[config.mk]
export PLATFORM = sky130hd
export DESIGN_NAME = ternary_sampler
export DESIGN_NICKNAME = d
export VERILOG_FILES = /design/src/rtl/ntru_pkg.sv /design/src/rtl/mod3_u8.sv /design/src/rtl/ternary_sampler.sv
export SDC_FILE = /design/constraint.sdc
export NUM_CORES = 1
export LEC_CHECK = 0
export ABC_AREA = 1
export CORE_MARGIN = 2
export CORE_UTILIZATION = 49
export CTS_CLUSTER_DIAMETER = 50
export DETAILED_ROUTE_END_ITERATION = 8
export HOLD_SLACK_MARGIN = 0.03
export MAX_ROUTING_LAYER = met4
export PLACE_DENSITY = 0.84
export SLEW_MARGIN = 20
export SYNTH_ARGS = -nofsm -noshare
export SYNTH_HDL_FRONTEND = slang
export SYNTH_HIERARCHICAL = 1
export SYNTH_SLANG_ARGS = --single-unit
[constraint.sdc]
create_clock -name clk -period 5.65 [get_ports clk]
set_input_delay 1.13 -clock clk [delete_from_list [all_inputs] [get_ports clk]]
set_output_delay 1.13 -clock clk [all_outputs]
set_load 0.02 [all_outputs]
[src/rtl/ntru_pkg.sv]
// Shared NTRU/HRSS constants, ternary encoding and sampler state type.
// Imported by the ternary sampler and its helpers.
package ntru_pkg;

  localparam int N      = 701;
  localparam int IDX_W  = 10;
  localparam int COIN_W = 16;

  localparam logic [1:0] TRIT_ZERO = 2'b00;
  localparam logic [1:0] TRIT_POS  = 2'b01;
  localparam logic [1:0] TRIT_NEG  = 2'b11;

  typedef enum logic [2:0] {
    S_IDLE,
    S_FETCH,
    S_EMIT,
    S_PAD,
    S_DONE
  } smp_state_t;

  function automatic logic [1:0] trit_enc(
    input logic [1:0] r
  );
    logic [1:0] t;
    t = TRIT_ZERO;
    unique case (r)
      2'd1:    t = TRIT_POS;
      2'd2:    t = TRIT_NEG;
      default: t = TRIT_ZERO;
    endcase
    return t;
  endfunction

endpackage

[src/rtl/mod3_u8.sv]
// Exact 8-bit mod-3 by base-4 digit-sum folding (4 = 1 mod 3).
// Ports: val (8-bit in), rem (0..2 out). Purely combinational.
module mod3_u8 (
  input  logic [7:0] val,
  output logic [1:0] rem
);

  logic [3:0] s1;
  logic [2:0] s2;
  logic [2:0] s3;

  assign s1 = {2'b00, val[7:6]}
            + {2'b00, val[5:4]}
            + {2'b00, val[3:2]}
            + {2'b00, val[1:0]};

  assign s2 = {1'b0, s1[3:2]}
            + {1'b0, s1[1:0]};

  assign s3 = {2'b00, s2[2]}
            + {1'b0, s2[1:0]};

  always_comb begin
    rem = 2'd0;
    unique case (s3)
      3'd1:    rem = 2'd1;
      3'd2:    rem = 2'd2;
      3'd4:    rem = 2'd1;
      default: rem = 2'd0;
    endcase
  end

endmodule

[src/rtl/ternary_sampler.sv]
// Turns 16-bit coin words into ternary coefficients, one per handshake.
// Ports: start/busy/done control, coin_* input stream, coef_* output stream.
module ternary_sampler #(
  parameter int N     = ntru_pkg::N,
  parameter int IDX_W = ntru_pkg::IDX_W
) (
  input  logic             clk,
  input  logic             rst,
  input  logic             start,
  input  logic             coin_valid,
  input  logic [15:0]      coin_data,
  output logic             coin_ready,
  output logic             coef_valid,
  output logic [1:0]       coef_data,
  output logic [IDX_W-1:0] coef_idx,
  output logic             coef_last,
  input  logic             coef_ready,
  output logic             busy,
  output logic             done
);

  import ntru_pkg::*;

  localparam logic [IDX_W-1:0] LAST = IDX_W'(N - 1);

  smp_state_t       state;
  smp_state_t       state_nx;
  logic [7:0]       hi_byte;
  logic             ptr;
  logic [IDX_W-1:0] idx;
  logic [IDX_W-1:0] idx_nx;
  logic [1:0]       trit_q;
  logic [7:0]       sel_byte;
  logic [1:0]       rem;

  assign idx_nx = idx + 1'b1;

  // One reducer: the low byte straight off the bus while fetching,
  // the buffered high byte otherwise.
  assign sel_byte = (state == S_FETCH) ? coin_data[7:0] : hi_byte;

  mod3_u8 u_mod3 (
    .val (sel_byte),
    .rem (rem)
  );

  always_comb begin
    state_nx   = state;
    coin_ready = 1'b0;
    coef_valid = 1'b0;
    coef_last  = 1'b0;
    busy       = 1'b1;
    done       = 1'b0;
    unique case (state)
      S_IDLE: begin
        busy = 1'b0;
        if (start) state_nx = S_FETCH;
      end
      S_FETCH: begin
        coin_ready = 1'b1;
        if (coin_valid) state_nx = S_EMIT;
      end
      S_EMIT: begin
        coef_valid = 1'b1;
        if (coef_ready) begin
          if (idx_nx == LAST) state_nx = S_PAD;
          else if (!ptr)      state_nx = S_EMIT;
          else                state_nx = S_FETCH;
        end
      end
      S_PAD: begin
        coef_valid = 1'b1;
        coef_last  = 1'b1;
        if (coef_ready) state_nx = S_DONE;
      end
      S_DONE: begin
        done     = 1'b1;
        state_nx = S_IDLE;
      end
      default: state_nx = S_IDLE;
    endcase
  end

  always_ff @(posedge clk) begin
    if (!rst) begin
      state   <= S_IDLE;
      hi_byte <= 8'h00;
      ptr     <= 1'b0;
      idx     <= '0;
      trit_q  <= TRIT_ZERO;
    end else begin
      state <= state_nx;
      unique case (state)
        S_IDLE: begin
          if (start) begin
            idx <= '0;
            ptr <= 1'b0;
          end
        end
        S_FETCH: begin
          if (coin_valid) begin
            hi_byte <= coin_data[15:8];
            ptr     <= 1'b0;
            trit_q  <= trit_enc(rem);
          end
        end
        S_EMIT: begin
          if (coef_ready) begin
            idx <= idx_nx;
            if (idx_nx == LAST) begin
              trit_q <= TRIT_ZERO;
            end else if (!ptr) begin
              ptr    <= 1'b1;
              trit_q <= trit_enc(rem);
            end
          end
        end
        default: ;
      endcase
    end
  end

  assign coef_data = trit_q;
  assign coef_idx  = idx;

endmodule

# Yosys cells after proc, flatten, opt, wreduce, memory -nomap -nowiden
# Index checks and enable logic that the tools add are counted.
# op_classes
eq_ne	16
reduce_logical	11
muxes	28
add_sub_neg	6
# ops
op	count
2-to-1 mux 10 bit	2
case mux 10 bit (2 select lines)	1
2-to-1 mux 2 bit	6
2-to-1 mux 3 bit	4
case mux 2 bit (2 select lines)	3
case mux 3 bit (4 select lines)	1
adder 10 x 1 -> 10 bit (second input constant)	1
== test 10 bit (second input constant)	1
inequality test 2 bit (second input constant)	5
== test 3 x 2 -> 1 bit (second input constant)	3
2-to-1 mux 1 bit	9
adder 4 x 2 -> 4 bit	2
2-to-1 mux 8 bit	1
AND reduction 4 bit	2
adder 2 x 2 -> 3 bit	2
== test 3 x 1 -> 1 bit (second input constant)	2
== test 3 bit (second input constant)	2
AND reduction 5 bit	1
nonzero test 2 bit	2
OR reduction 2 bit	2
adder 1 x 2 -> 3 bit	1
logical NOT 3 bit	1
inequality test 3 bit (second input constant)	1
case mux 1 bit (3 select lines)	1
5 further kinds	5
# word_totals
elab_cells	66
ff_bits	24
out_inout_bits	17

# Longest topological paths before layout
# Gate-level depths: netlist (run 1).
# logic_depth
depth_word	16
depth_mapped	24
ltp_nobuf	24

# Hierarchy
# Netlist (run 1), hierarchy kept.
# modules_own_cells
module	seq_area_each_um2	n_inst	area_each_um2	cells_per_inst
ternary_sampler	480.5	1	1331.3	205
mod3_u8	0.0	1	215.2	22

# Worst setup path before layout (run 1)
# Ideal clock, no wire load.
# synth_path
path_type	input to register
start	input port coin_data[1]
end	register trit_q[0] (netlist: coef_data[0])
slack_ns	0.820
t_required_ns	5.586
path_stages	20
t_arrival_ns	4.766
n_path_buf	0
setup_ns	0.064
cell_sequence	nand2_1 -> o21ai_0 -> fa_1 -> inv_1 -> fa_1 -> inv_1 -> ha_1 -> fa_1 -> ha_1 -> fa_1 -> ha_1 -> ha_1 -> inv_1 -> nand3_1 -> nand2_1 -> inv_1 -> ha_1 -> nor2_1 -> nor2_1 -> nor2_1
# synth_via
elab_chain_cells	13
elab_cells_between_ends	17
classes_between	add/sub: 3; eq/ne: 5; mux: 8; reduce/logical: 1
# synth_rtl
item	line_no	text
start: declaration	ternary_sampler.sv:11	input logic [15:0] coin_data,
2-to-1 mux 8 bit (*)	ternary_sampler.sv:40	assign sel_byte = (state == S_FETCH) ? coin_data[7:0] : hi_byte;
net sel_byte[1]	ternary_sampler.sv:33	logic [7:0] sel_byte;
adder 4 x 2 -> 4 bit (*)	mod3_u8.sv:15	+ {2'b00, val[1:0]};
adder 2 x 2 -> 3 bit (*)	mod3_u8.sv:18	+ {1'b0, s1[1:0]};
adder 1 x 2 -> 3 bit (*)	mod3_u8.sv:21	+ {1'b0, s2[1:0]};
== test 3 x 1 -> 1 bit or == test 3 bit (tied branches)	mod3_u8.sv:25	unique case (s3)
OR reduction 2 bit (no source line)	--	
case mux 2 bit (2 select lines) (*)	mod3_u8.sv:25	
net rem[0]	ternary_sampler.sv:34	logic [1:0] rem;
== test 2 bit or == test 2 x 1 -> 1 bit (tied branches)	ntru_pkg.sv:26	unique case (r)
case mux 2 bit (2 select lines) (*)	ntru_pkg.sv:26	
2-to-1 mux 2 bit	ternary_sampler.sv:112	end else if (!ptr) begin
2-to-1 mux 2 bit	ternary_sampler.sv:110	if (idx_nx == LAST) begin
2-to-1 mux 2 bit	ternary_sampler.sv:108	if (coef_ready) begin
case mux 2 bit (2 select lines) (*)	ternary_sampler.sv:93	unique case (state)
end signal: assignment	ternary_sampler.sv:104	trit_q <= trit_enc(rem);
end signal: assignment	ternary_sampler.sv:114	trit_q <= trit_enc(rem);
end: declaration	ternary_sampler.sv:32	logic [1:0] trit_q;
# Mark *: on every way through the listed nets, which the timed path passes. The rest lies on a longest branch. The select of a mux whose other input is x is not followed.
# A chain may end at the register's enable or synchronous reset.

# Worst setup path in the final report (run 1)
# Same ends and word-level chain as after synthesis.

==> impl_summary.log, run 1 <==
INFO  metric outcome = complete, no violations
INFO  metric floorplan.rows = 20
INFO  metric rsz_0062_raised_after_global_routing = no
INFO  metric cts_made_buffers = 3
INFO  metric finalNetCount = roughly 300
INFO  metric synthSimpleGateAreaFrac = 30.83%
INFO  metric area_growth_syn_to_layout = 29.37%
INFO  metric ff_latch_area = around 480 µm²
INFO  metric postSynthAreaPerCell = roughly 6.8 µm²
INFO  metric globalRouteOverflowTotal = 0
INFO  metric cts_hold_buf = 0
INFO  metric cts_tree = yes
INFO  metric vias_per_cell = just under 5
INFO  metric mappedNetlistNets = 260
INFO  metric multi_input_area = between 800 and 900 µm²
INFO  metric timing.critical_path.required = ~6000 ps
INFO  metric timing.slew.headroom = between 60% and 70%
INFO  metric fmaxAchievable = around 200 MHz
INFO  metric period_minus_slack = 5096 ps
INFO  metric final-setup-viol-count = 0
INFO  metric num-fill-cells = 272
INFO  metric post-cts-setup-buffer-count = 0
INFO  metric pins_over_slew_limit = 0
INFO  metric cts_max_level = 1
INFO  metric die_height = about 60 µm
INFO  metric clkLatencyLatePin = 320 ps
INFO  metric yosysSeqAreaShare = 31.07%
INFO  metric synth.yosys.warnings = 6
INFO  metric combinational_family_with_the_most_area_after_synthesis = simple AND/OR/NAND/NOR gates
INFO  metric final_hold_viol_count = 0
INFO  metric grt_usage = 22.28%
INFO  metric core = 0.003028 mm²
INFO  metric clkTransAtPathRegs = 140 ps
INFO  metric place.port_buffers = 37
INFO  metric dpl.hpwl = 2.624 mm
INFO  metric clock-skew-final = 7.010 ps
INFO  metric worst-slew-pin-transition = roughly 460 ps
INFO  metric dieWidth = 60.18 µm
INFO  metric floorplan.initialDensity = 51.07%
INFO  metric critical_path.startpoint_type = input pin
INFO  metric drive_above_1_share = 7.576%
INFO  metric detail_route.wl_per_cell = between 10 and 15 µm
INFO  metric antenna_found_initial = 0
INFO  metric io_pins = 38
INFO  metric floorplan.die_area = between 0.003 and 0.004 mm²
INFO  metric via_count_of_the_first_global_routing_pass = 1392
INFO  metric firstDrtPassIters = 5
INFO  metric hp_class = reg -> reg
INFO  metric synth_area = 0.001546 mm²
INFO  metric post_cts_resized = 0
INFO  metric buffer_depth_of_the_longest_clock_path = 2
INFO  metric power.total = 1042 µW
INFO  metric cts.sinks = 24
INFO  metric first_pass_grt_wire_length = around 6 mm
INFO  metric synth-compound-area-share = around 15%
INFO  metric grt_start_max_net_pins = 19
INFO  metric p_per_area = 520.9 mW/mm²
INFO  metric final_cell_count_no_fill = slightly above 300
INFO  metric crit_arrival = 5370 ps
INFO  metric yosysUniqueCellTypes = 28
INFO  metric leakage_component_of_the_power = around 0.00084 µW
INFO  metric routed-via-count = between 1500 and 2000
INFO  metric cts_root_buf = clkbuf_4
INFO  metric ws_path_type = in -> reg
INFO  metric post-place-cells = 304
INFO  metric worstPathMaxFanout = 2
INFO  metric gpl.final_weighted_congestion = ~0.83
INFO  metric insertedDiodeCount = 0
INFO  metric syn_inst = about 230
INFO  metric initial_drc_count = 68
INFO  metric synth_mux_area_share = 0%
INFO  metric critical_path.endpoint_type = flop
INFO  metric total_of_flip_flops_plus_latches_after_synthesis = 24
INFO  metric setup_tns = 0 ps
INFO  metric power.ir.vdd_worst = 251.2 µV
INFO  metric fin_crit_sh = about nine tenths
INFO  metric synth_adder_area_share = 12.14%
INFO  metric yosys.area_share.xor_xnor = 0%
INFO  metric antenna_violating_nets_post_route = 0
INFO  metric finalWirelength = 3.421 mm
INFO  metric remaining_drc_errors = 0
INFO  metric max-cap-violations = 0
critical path: stages:
cell             delay [ps]
clkdlybuf4s50_1         400
nand2_1                  60
o21ai_0                 130
fa_1                    550
inv_1                    50
fa_1                    490
inv_1                    40
ha_1                    190
fa_1                    450
ha_1                    210
fa_1                    380
ha_1                    210
ha_1                    280
inv_1                    90
nand3_1                  70
nand2_1                  60
inv_1                    40
ha_1                    280
nor2_1                  120
nor2_1                   60
nor2_1                   80
logic make-up (layout without fill, tap and decap cells):
group / after synthesis / after routing
AOI/OAI and AO/OA: 44 / 44
adders and majority gates: 12 / 12
buffers and inverters: 42 / 79
DFF: 24 / 24
and+or+nand+nor: 105 / 105
where the power goes:
| part | total [µW] | internal (µW) | switching, µW | leakage [µW] |
|---|---|---|---|---|
| clock network | 126 | 71.7 | 54.5 | 0.0000279 |
| registers | 216 | 199 | 16.2 | 0.000195 |
| logic | 700 | 287 | 413 | 0.000612 |
| total | 1040 | 559 | 484 | 0.000835 |
cells in the mapped netlist:
master / count / area share [%]
nor3_2: 1 / 0.65
nor3_1: 3 / 0.97
nor4_1: 1 / 0.40
buf_2: 1 / 0.32
nand2_1: 55 / 13
a211o_1: 1 / 0.57
nand3_2: 2 / 1.3
a21oi_1: 20 / 6.5
fa_1: 5 / 6.5
ha_1: 7 / 5.7
inv_2: 1 / 0.24
nor2_4: 1 / 0.73
o21bai_2: 1 / 0.73
nand3_1: 10 / 3.2
clkinv_1: 2 / 0.49
o21bai_1: 1 / 0.49
clkbuf_1: 2 / 0.49
nand3b_1: 2 / 0.97
o21ai_0: 19 / 6.1
dfxtp_1: 24 / 31
buf_6: 1 / 0.73
inv_1: 35 / 8.5
nor2_2: 3 / 1.2
nor2_1: 20 / 4.9
o21ai_1: 1 / 0.32
a211oi_1: 1 / 0.49
nand2_4: 1 / 0.73
nand2_2: 6 / 2.4
through the flow:
| step | cell area (µm²) | setup slack (ps) | util [%] | hold slack [ps] |
|---|---|---|---|---|
| 4_1_cts | 2001 | 519.5 | 66.07 | 463.3 |
| 5_1_grt | 2001 | 234.5 | 66.07 | 483.5 |
| 6_report | 2001 | 554.0 | 66.07 | 459.6 |
| 3_3_place_gp | 1948 | 322.4 | 64.34 | 438.8 |
| 3_5_place_dp | 1948 | 226.1 | 64.34 | 443.7 |
| 2_1_floorplan | 1546 | 820.4 | - | 423.9 |
per-layer routing:
metal | GRT usage [%] | vias up | part of all wire, %
met5 | - | - | 0
met4 | 5.079 | 0 | 0.56
met3 | 2.165 | 2 | 3.7
met2 | 36.80 | 29 | 48
met1 | 29.37 | 691 | 47
li1 | - | 790 | -
cell usage in the layout, fill, tap and decap left out:
master and n:
nand3_1 10, clkinv_1 2, nand2_1 55, nor2_2 3, o21ai_0 19, inv_2 1, o21ai_1 1, fa_1 5
a211o_1 1, nand2_4 1, nand3_2 2, clkbuf_4 3, nor2_4 1, dfxtp_1 24, nand3b_1 2, nor3_2 1
inv_1 35, o21bai_1 1, a21oi_1 20, nor2_1 20, ha_1 7, bufinv_16 1, nor4_1 1, nand2_2 6
clkdlybuf4s50_1 37, a211oi_1 1, nor3_1 3, o21bai_2 1
registers in the layout, summed over array words and instances, names as in the netlist:
name and cells:
coef_idx 10, hi_byte 8, state 3, coef_data 2
ptr 1
layout make-up:
type                            instances  area share [%]
Multi-Input combinational cell        161           44.97
Timing Repair Buffer                   37           18.51
Sequential cell                        24           24.02
Inverter                               38           7.129
Clock inverter                          1           1.501
Clock buffer                            3           1.126
Tap cell                               44           2.752
final timing paths:
| path | start | endpoint | slack [ps] | depth (start not counted) |
|---|---|---|---|---|
| setup / recovery | coin_data[1] | coef_data[0] | 550 | 21 |
| hold / removal | hi_byte[1] | hi_byte[1] | 460 | 2 |
| setup reg to reg | state[1] | coef_data[0] | 730 | 23 |
| hold reg to reg | hi_byte[1] | hi_byte[1] | 460 | 2 |
Power figures use the tool's default switching activity.
==> run 2, diff against run 1 <==
SLEW_MARGIN = 10   (was 20)
==> results of run 2 <==
The final DEF is identical to that of run 1; final timing and power are the same.
